### config.mk
export PLATFORM = sky130hd
export DESIGN_NAME = switch_cfg_sequencer
export DESIGN_NICKNAME = d
export VERILOG_FILES = /design/src/rtl/switch_cfg_sequencer.sv
export SDC_FILE = /design/constraint.sdc
export NUM_CORES = 1
export LEC_CHECK = 0
export CAP_MARGIN = 30
export CORE_ASPECT_RATIO = 1.4
export CORE_MARGIN = 2
export CORE_UTILIZATION = 45
export DETAILED_ROUTE_END_ITERATION = 8
export GPL_TIMING_DRIVEN = 0
export MAX_ROUTING_LAYER = met4
export PLACE_DENSITY_LB_ADDON = 0.08
export SLEW_MARGIN = 25
export SYNTH_ARGS = -nofsm -noshare
export SYNTH_HDL_FRONTEND = slang
export SYNTH_SLANG_ARGS = --single-unit
### constraint.sdc
create_clock -name clk -period 2.5 [get_ports clk]
set_input_delay 0.5 -clock clk [delete_from_list [all_inputs] [get_ports clk]]
set_output_delay 0.5 -clock clk [all_outputs]
set_load 0.02 [all_outputs]
### src/rtl/switch_cfg_sequencer.sv
`default_nettype none
// ============================================================================
// Module      : switch_cfg_sequencer
// Description : Upstream sequencer for the 16x16 switch configuration array.
//               Accepts load/commit commands on a valid/ready handshake and
//               drives the shared in_add bus, one-hot out_sel, load_en strobe
//               and global conf_en strobe of the downstream switch cells.
//               Every output comes straight from a flop so the strobes seen
//               by the edge-triggered cells are glitch-free.
//
// Ports       : clk, reset          - clock, synchronous active-high reset
//               cmd_valid/cmd_ready - command handshake (ready only in IDLE)
//               cmd_commit          - 0 = load, 1 = commit
//               cmd_out_port        - target port of a load
//               cmd_in_add          - input address of a load
//               in_add, out_sel     - address bus and one-hot port select
//               load_en, conf_en    - load and commit strobes
//               busy                - inverse of cmd_ready
//               load_count, pending - loads since last commit (saturating)
//               err                 - one-cycle pulse on an out-of-range port
//
// Revision    : 1.0 - initial release
// ============================================================================
module switch_cfg_sequencer #(
    parameter int N_PORTS       = 16,
    parameter int ADDR_W        = 4,
    parameter int STROBE_CYCLES = 1
) (
    input  logic                clk,
    input  logic                reset,
    input  logic                cmd_valid,
    output logic                cmd_ready,
    input  logic                cmd_commit,
    input  logic [ADDR_W-1:0]   cmd_out_port,
    input  logic [ADDR_W-1:0]   cmd_in_add,
    output logic [ADDR_W-1:0]   in_add,
    output logic [N_PORTS-1:0]  out_sel,
    output logic                load_en,
    output logic                conf_en,
    output logic                busy,
    output logic [ADDR_W:0]     load_count,
    output logic                pending,
    output logic                err
);

    typedef enum logic [2:0] {
        S_IDLE     = 3'd0,
        S_L_SETUP  = 3'd1,
        S_L_STROBE = 3'd2,
        S_L_HOLD   = 3'd3,
        S_C_STROBE = 3'd4,
        S_C_HOLD   = 3'd5
    } state_t;

    localparam logic [2:0]         c_strb_last = 3'(STROBE_CYCLES - 1);
    localparam logic [ADDR_W:0]    c_n_ports   = (ADDR_W + 1)'(N_PORTS);
    localparam logic [N_PORTS-1:0] c_sel_one   = {{(N_PORTS - 1){1'b0}}, 1'b1};
    localparam logic [ADDR_W:0]    c_cnt_one   = {{ADDR_W{1'b0}}, 1'b1};

    state_t              r_state;
    logic [2:0]          r_strb_cnt;
    logic [ADDR_W-1:0]   r_in_add;
    logic [N_PORTS-1:0]  r_out_sel;
    logic                r_load_en;
    logic                r_conf_en;
    logic [ADDR_W:0]     r_load_count;
    logic                r_pending;
    logic                r_err;
    logic                r_ready;
    logic                r_busy;

    state_t              w_state_nxt;
    logic [2:0]          w_strb_cnt_nxt;
    logic [ADDR_W-1:0]   w_in_add_nxt;
    logic [N_PORTS-1:0]  w_out_sel_nxt;
    logic                w_load_en_nxt;
    logic                w_conf_en_nxt;
    logic [ADDR_W:0]     w_load_count_nxt;
    logic                w_err_nxt;
    logic                w_accept;
    logic                w_port_bad;
    logic [N_PORTS-1:0]  w_sel_dec;
    logic [ADDR_W:0]     w_count_inc;

    // r_ready is registered from the next state, so it always equals
    // (r_state == S_IDLE) without a decode on the output path.
    assign w_accept    = cmd_valid & r_ready;
    assign w_port_bad  = ({1'b0, cmd_out_port} >= c_n_ports);
    assign w_sel_dec   = c_sel_one << cmd_out_port;
    assign w_count_inc = (r_load_count == '1) ? r_load_count
                                              : r_load_count + c_cnt_one;

    // ------------------------------------------------------------------
    // Next-state and next-output logic. Outputs are computed one cycle
    // ahead and registered, so each state's outputs appear in the cycle
    // the FSM occupies that state.
    // ------------------------------------------------------------------
    always_comb begin
        w_state_nxt      = r_state;
        w_strb_cnt_nxt   = r_strb_cnt;
        w_in_add_nxt     = r_in_add;
        w_out_sel_nxt    = r_out_sel;
        w_load_en_nxt    = 1'b0;
        w_conf_en_nxt    = 1'b0;
        w_load_count_nxt = r_load_count;
        w_err_nxt        = 1'b0;

        case (r_state)
            S_IDLE: begin
                w_out_sel_nxt = '0;
                if (w_accept) begin
                    if (cmd_commit) begin
                        w_state_nxt    = S_C_STROBE;
                        w_conf_en_nxt  = 1'b1;
                        w_strb_cnt_nxt = 3'd0;
                    end else if (w_port_bad) begin
                        // Rejected load: flag it and stay idle, bus untouched.
                        w_err_nxt = 1'b1;
                    end else begin
                        w_state_nxt   = S_L_SETUP;
                        w_in_add_nxt  = cmd_in_add;
                        w_out_sel_nxt = w_sel_dec;
                    end
                end
            end

            S_L_SETUP: begin
                w_state_nxt    = S_L_STROBE;
                w_load_en_nxt  = 1'b1;
                w_strb_cnt_nxt = 3'd0;
            end

            S_L_STROBE: begin
                if (r_strb_cnt == c_strb_last) begin
                    w_state_nxt      = S_L_HOLD;
                    w_load_count_nxt = w_count_inc;
                end else begin
                    w_strb_cnt_nxt = r_strb_cnt + 3'd1;
                    w_load_en_nxt  = 1'b1;
                end
            end

            S_L_HOLD: begin
                // Bus was held through this cycle; release select on exit.
                w_state_nxt   = S_IDLE;
                w_out_sel_nxt = '0;
            end

            S_C_STROBE: begin
                if (r_strb_cnt == c_strb_last) begin
                    w_state_nxt      = S_C_HOLD;
                    w_load_count_nxt = '0;
                end else begin
                    w_strb_cnt_nxt = r_strb_cnt + 3'd1;
                    w_conf_en_nxt  = 1'b1;
                end
            end

            S_C_HOLD: begin
                w_state_nxt = S_IDLE;
            end

            default: begin
                w_state_nxt   = S_IDLE;
                w_out_sel_nxt = '0;
            end
        endcase
    end

    // ------------------------------------------------------------------
    // State register.
    // ------------------------------------------------------------------
    always_ff @(posedge clk) begin
        if (reset) begin
            r_state    <= S_IDLE;
            r_strb_cnt <= 3'd0;
        end else begin
            r_state    <= w_state_nxt;
            r_strb_cnt <= w_strb_cnt_nxt;
        end
    end

    // ------------------------------------------------------------------
    // Output registers. Reset truncates any strobe in flight; the cells
    // share the same reset so no half-written state survives.
    // ------------------------------------------------------------------
    always_ff @(posedge clk) begin
        if (reset) begin
            r_in_add     <= '0;
            r_out_sel    <= '0;
            r_load_en    <= 1'b0;
            r_conf_en    <= 1'b0;
            r_load_count <= '0;
            r_pending    <= 1'b0;
            r_err        <= 1'b0;
            r_ready      <= 1'b1;
            r_busy       <= 1'b0;
        end else begin
            r_in_add     <= w_in_add_nxt;
            r_out_sel    <= w_out_sel_nxt;
            r_load_en    <= w_load_en_nxt;
            r_conf_en    <= w_conf_en_nxt;
            r_load_count <= w_load_count_nxt;
            r_pending    <= (w_load_count_nxt != '0);
            r_err        <= w_err_nxt;
            r_ready      <= (w_state_nxt == S_IDLE);
            r_busy       <= (w_state_nxt != S_IDLE);
        end
    end

    assign cmd_ready  = r_ready;
    assign busy       = r_busy;
    assign in_add     = r_in_add;
    assign out_sel    = r_out_sel;
    assign load_en    = r_load_en;
    assign conf_en    = r_conf_en;
    assign load_count = r_load_count;
    assign pending    = r_pending;
    assign err        = r_err;

endmodule
`default_nettype wire
Word-level counts from Yosys, hierarchy flattened
Index checks and enable logic that the tools add are counted.
W data, S select, Z words.

word-level totals
  latch bits = 0
  word-level logic and storage cells = 54
  flip-flop bits (word level) = 36
  bits in read-only memories = 0
  memories = 0
  memory bits (writable) = 0

cells by class
  reductions and logical operators = 10
  add/sub/neg operators = 2
  equality and inequality tests = 8
  div/mod/pow operators = 0
  $mul = 0
  mux-type cells = 21
  shifts and indexed selects = 1
  $lt $le $gt $ge = 0
  bitwise gates (word level) = 2

operators with widths
  operator                number
  $mux W16                2
  $pmux W16 S2            1
  $mux W3                 7
  $shl A1 B4 Y16 const A  1
  $mux W5                 3
  $pmux W3 S4             1
  $pmux W5 S2             1
  $logic_not A3 Y1        3
  $pmux W3 S3             1
  $eq A3 B3 Y1 const B    2
  $ne A2 B2 Y1 const B    3
  $reduce_bool A3 Y1      2
  $add A5 B1 Y5 const B   1
  $eq A5 B5 Y1 const B    1
  $reduce_bool A5 Y1      1
  $pmux W1 S2             2
  $reduce_and A4 Y1       1
  $reduce_or A4 Y1        1
  $add A3 B1 Y3 const B   1
  $eq A3 B1 Y1 const B    1
  $eq A3 B2 Y1 const B    1
  $mux W1                 3
  $reduce_and A3 Y1       1
  $reduce_or A2 Y1        1
  2 further kinds         2

Depth between registers and ports, before layout
  depth after elaboration = 5
  mapped depth = 7
  depth with buffers taken out = 6

Worst setup path after synthesis
OpenSTA, ideal clock, no wires.

  path kind = register -> register
  from = reg r_state[0]
  to = reg r_out_sel[0] (netlist: out_sel[0])
  period minus slack after synthesis = 1.545 ns
  stages on the path, launching flop included = 8
  setup slack = 0.955 ns
  data required time = 2.372 ns
  arrival = 1.417 ns
  library setup time = 0.128 ns
  cells stage by stage = dfxtp_1 > or3_1 > buf_4 > and2_4 > buf_6 > buf_6 > a22oi_1 > nor2_1

on the way
  word-level cells in the longest chain between the ends = 3

RTL lines
  item                                  line  source
  start, declared                       60    state_t r_state;
  start signal, assigned                178   r_state <= w_state_nxt;
  $eq A3 B3 Y1 (tied with other cells)  108   case (r_state)
  $reduce_or A4 Y1 (no line)            --
  $pmux W16 S2                          108
  end signal, assigned                  200   r_out_sel <= w_out_sel_nxt;
  end, declared                         63    logic [N_PORTS-1:0] r_out_sel;

Several ways; a longest one is shown, not always the timed one.
A chain may end at the register's enable or synchronous reset.

Final worst setup path
  from = reg r_load_count[0] (netlist: load_count[0])
  to = out load_count[0]

RTL lines
  item                    line  source
  start, declared         66    logic [ADDR_W:0] r_load_count;
  start signal, assigned  203   r_load_count <= w_load_count_nxt;
  end, declared           41    output logic [ADDR_W:0] load_count,

No word-level cell between the ends.

==> flow_metrics.env <==
export IMPL_grt_start_max_net_pins=11
export IMPL_dr_pass1_iters=4
export IMPL_ys_warn_count=0
export IMPL_cap_violations=0
export IMPL_num_io_pins=43
export IMPL_finalSetupViolCount=0
export IMPL_cp_slowest_cell="clkdlybuf4s50_1"
export IMPL_drive_gt1_frac=0.1121
export IMPL_num_rows=25
export IMPL_coreArea_um2=3410
export IMPL_layout_commonest_cell="clkdlybuf4s50_1"
export IMPL_synth_edff_count=0
export IMPL_start_util=0.4771
export IMPL_min_period_over_period=0.7610
export IMPL_antenna_found_initial=0
export IMPL_drc=0
export IMPL_status="finished, final reports clean"
export IMPL_synthCells=175
export IMPL_cts_repair_resized=0
export IMPL_viasPerCell=5.567
export IMPL_skew_ns=0.005338
export IMPL_vias=1464
export IMPL_drt_total_wl_um=3765
export IMPL_final_cell_mix="clkdlybuf4s50_1 (40), dfxtp_1 (36), nor2_1 (27)"
export IMPL_overflow=0
export IMPL_synth_area_um2=1627
export IMPL_ant_nets=0
export IMPL_grt_pass1_vias=1376
export IMPL_critPathTopFamily="buffers and inverters"
export IMPL_fin_crit_ns=1.903
export IMPL_rsz0062_at_grt="no"
export IMPL_clkTransAtPathRegs_ns=0.07
export IMPL_syn_mean_instance_area_um2=9.295
export IMPL_critPathMaxStageDelay_ns=0.65
export IMPL_cp_data_required_time_ns=2.00
export IMPL_dpl_hpwl_um=2855
export IMPL_cts_made_buffers=5
export IMPL_layout_area_overhead_vs_synth_pct=33.23
export IMPL_slew_headroom=0.5669
export IMPL_synth_cell_type_count=44
export IMPL_finalHoldViolCount=0
export IMPL_postCtsSetupBuffers=0
export IMPL_arrival_ns=1.40
export IMPL_setup_tns_ns=0
export IMPL_worstMarginPinSlew_ns=0.6482
export IMPL_leakagePower_uw=0.0007560
export IMPL_fp_dieW_um=54.81
export IMPL_nNetsFinal=237
export IMPL_crit_chain="clkdlybuf4s50_1"
export IMPL_clk_latency_ns=0.29
export IMPL_cts_tree="done"
export IMPL_grtUsageTotal=0.2100
export IMPL_num_antenna_cells=0
export IMPL_async_flop_share=0
export IMPL_clock_sinks=36
export IMPL_ctsHoldBuffers=0
export IMPL_drt_initial_drc_count=53
export IMPL_portBuffers=40
export IMPL_synth_net_count=190
export IMPL_ir_drop_mv=0.4932
export IMPL_stdcell_area_um2=2167
export IMPL_crit_path_start_kind="flip-flop"
export IMPL_cts_max_level=2
export IMPL_yosysSeqAreaShare=0.4431
export IMPL_worstPathMaxFanout=8
export IMPL_fillers=307
export IMPL_ys_ff_latch=36
export IMPL_slew_viol_final=0
export IMPL_cp_end_kind="output port"
export IMPL_hold_class="reg2reg"
export IMPL_grt_pass1_wl_um=6030
export IMPL_gp_congestion=0.8536
export IMPL_wl_per_cell_um=14.32
export IMPL_post_dp_cell_area_um2=2077
export IMPL_path_buf_inv=1
export IMPL_cts_root_buffer="clkbuf_8"
export IMPL_die_h_um=75.14
export IMPL_dieArea_um2=4118
export IMPL_pwr_density_cell_nw_per_um2=772.0
export IMPL_fmax_ghz=0.5256
export IMPL_yosys_most_used_dff="dfxtp_1"
export IMPL_clockBufferDepth=2
export IMPL_critPathKind="reg2out"
## cell families after synthesis
logic type	share of synthesized area
buf+inv	0.05000
fa+ha+maj	0.02308
other cells	0.002305
flops	0.4431
simple gates	0.2577
mux	0.03692
xor+xnor	0.01616
compound gates	0.1708
## cell type report
| cell class | count | area, µm² | share of cell area |
|---|---|---|---|
| repair buffers | 40 | 400.4 | 0.1848 |
| well taps | 40 | 50.05 | 0.02309 |
| flip-flops and latches | 36 | 720.7 | 0.3326 |
| plain buffers | 11 | 70.07 | 0.03233 |
| multi-input cells | 125 | 824.5 | 0.3805 |
| inverters | 3 | 11.26 | 0.005196 |
| clock buffers | 8 | 90.09 | 0.04157 |
## registers in the layout, summed over array words and instances, names as in the netlist
name        cells
out_sel        16
load_count      5
in_add          4
r_state         3
r_strb_cnt      3
busy            1
cmd_ready       1
conf_en         1
load_en         1
pending         1
## synth_stat cells (2+ instances only)
cell type,n,share of area
mux2i_1,6,0.037
ha_1,3,0.023
o22ai_1,2,0.0077
nor2b_1,4,0.015
nor3b_1,3,0.014
a22oi_1,9,0.042
buf_2,2,0.0062
a21oi_1,7,0.022
buf_6,2,0.014
nor2_1,27,0.062
xnor2_1,3,0.016
nand3b_1,2,0.0092
a32oi_1,7,0.038
nand3_1,2,0.0062
or2_2,2,0.0077
and3_1,3,0.012
o21ai_0,4,0.012
inv_1,3,0.0069
nor3_1,5,0.015
a31o_2,2,0.011
a41oi_1,3,0.016
nand2_1,7,0.016
nor4_1,2,0.0077
buf_4,3,0.014
clkbuf_1,4,0.0092
dfxtp_1,36,0.44
nand4_1,2,0.0077
or3_1,4,0.015
## stage by stage
stage | power [µW] | instances | utilization | worst slack, ns | hold WS, ns
after floorplan | 1093 | 175 | - | 0.9553 | 0.5179
after global placement | 1252 | 255 | 0.6092 | 0.4731 | 0.4442
after detailed placement | 1261 | 255 | 0.6092 | 0.4557 | 0.4611
after CTS | 1679 | 263 | 0.6356 | 0.5919 | 0.4703
after global routing | 1759 | 263 | 0.6356 | 0.5303 | 0.4899
final | 1673 | 263 | 0.6356 | 0.5975 | 0.4644
## routing by layer
metal / vias to the layer above / part of all wire / track usage
met3: 5 / 0.039 / 0.05357
met4: 0 / 0.011 / 0.07500
met1: 696 / 0.42 / 0.2228
li1: 730 / - / -
met5: - / 0 / -
met2: 33 / 0.53 / 0.3651
## worst paths after layout
check | cells past startpoint | slack (ns) | start | end
setup / recovery | 1 | 0.60 | load_count[0] | load_count[0]
hold / removal | 2 | 0.46 | out_sel[15] | out_sel[15]
setup reg to reg | 5 | 0.67 | r_state[1] | pending
hold reg to reg | 2 | 0.46 | out_sel[15] | out_sel[15]
## power breakdown
group | switching (µW) | internal, µW | leakage, µW
sequential | 36.4 | 624 | 0.000292
combinational | 323 | 266 | 0.000419
clock | 198 | 225 | 0.0000455
(Power assumes the default switching activity.)
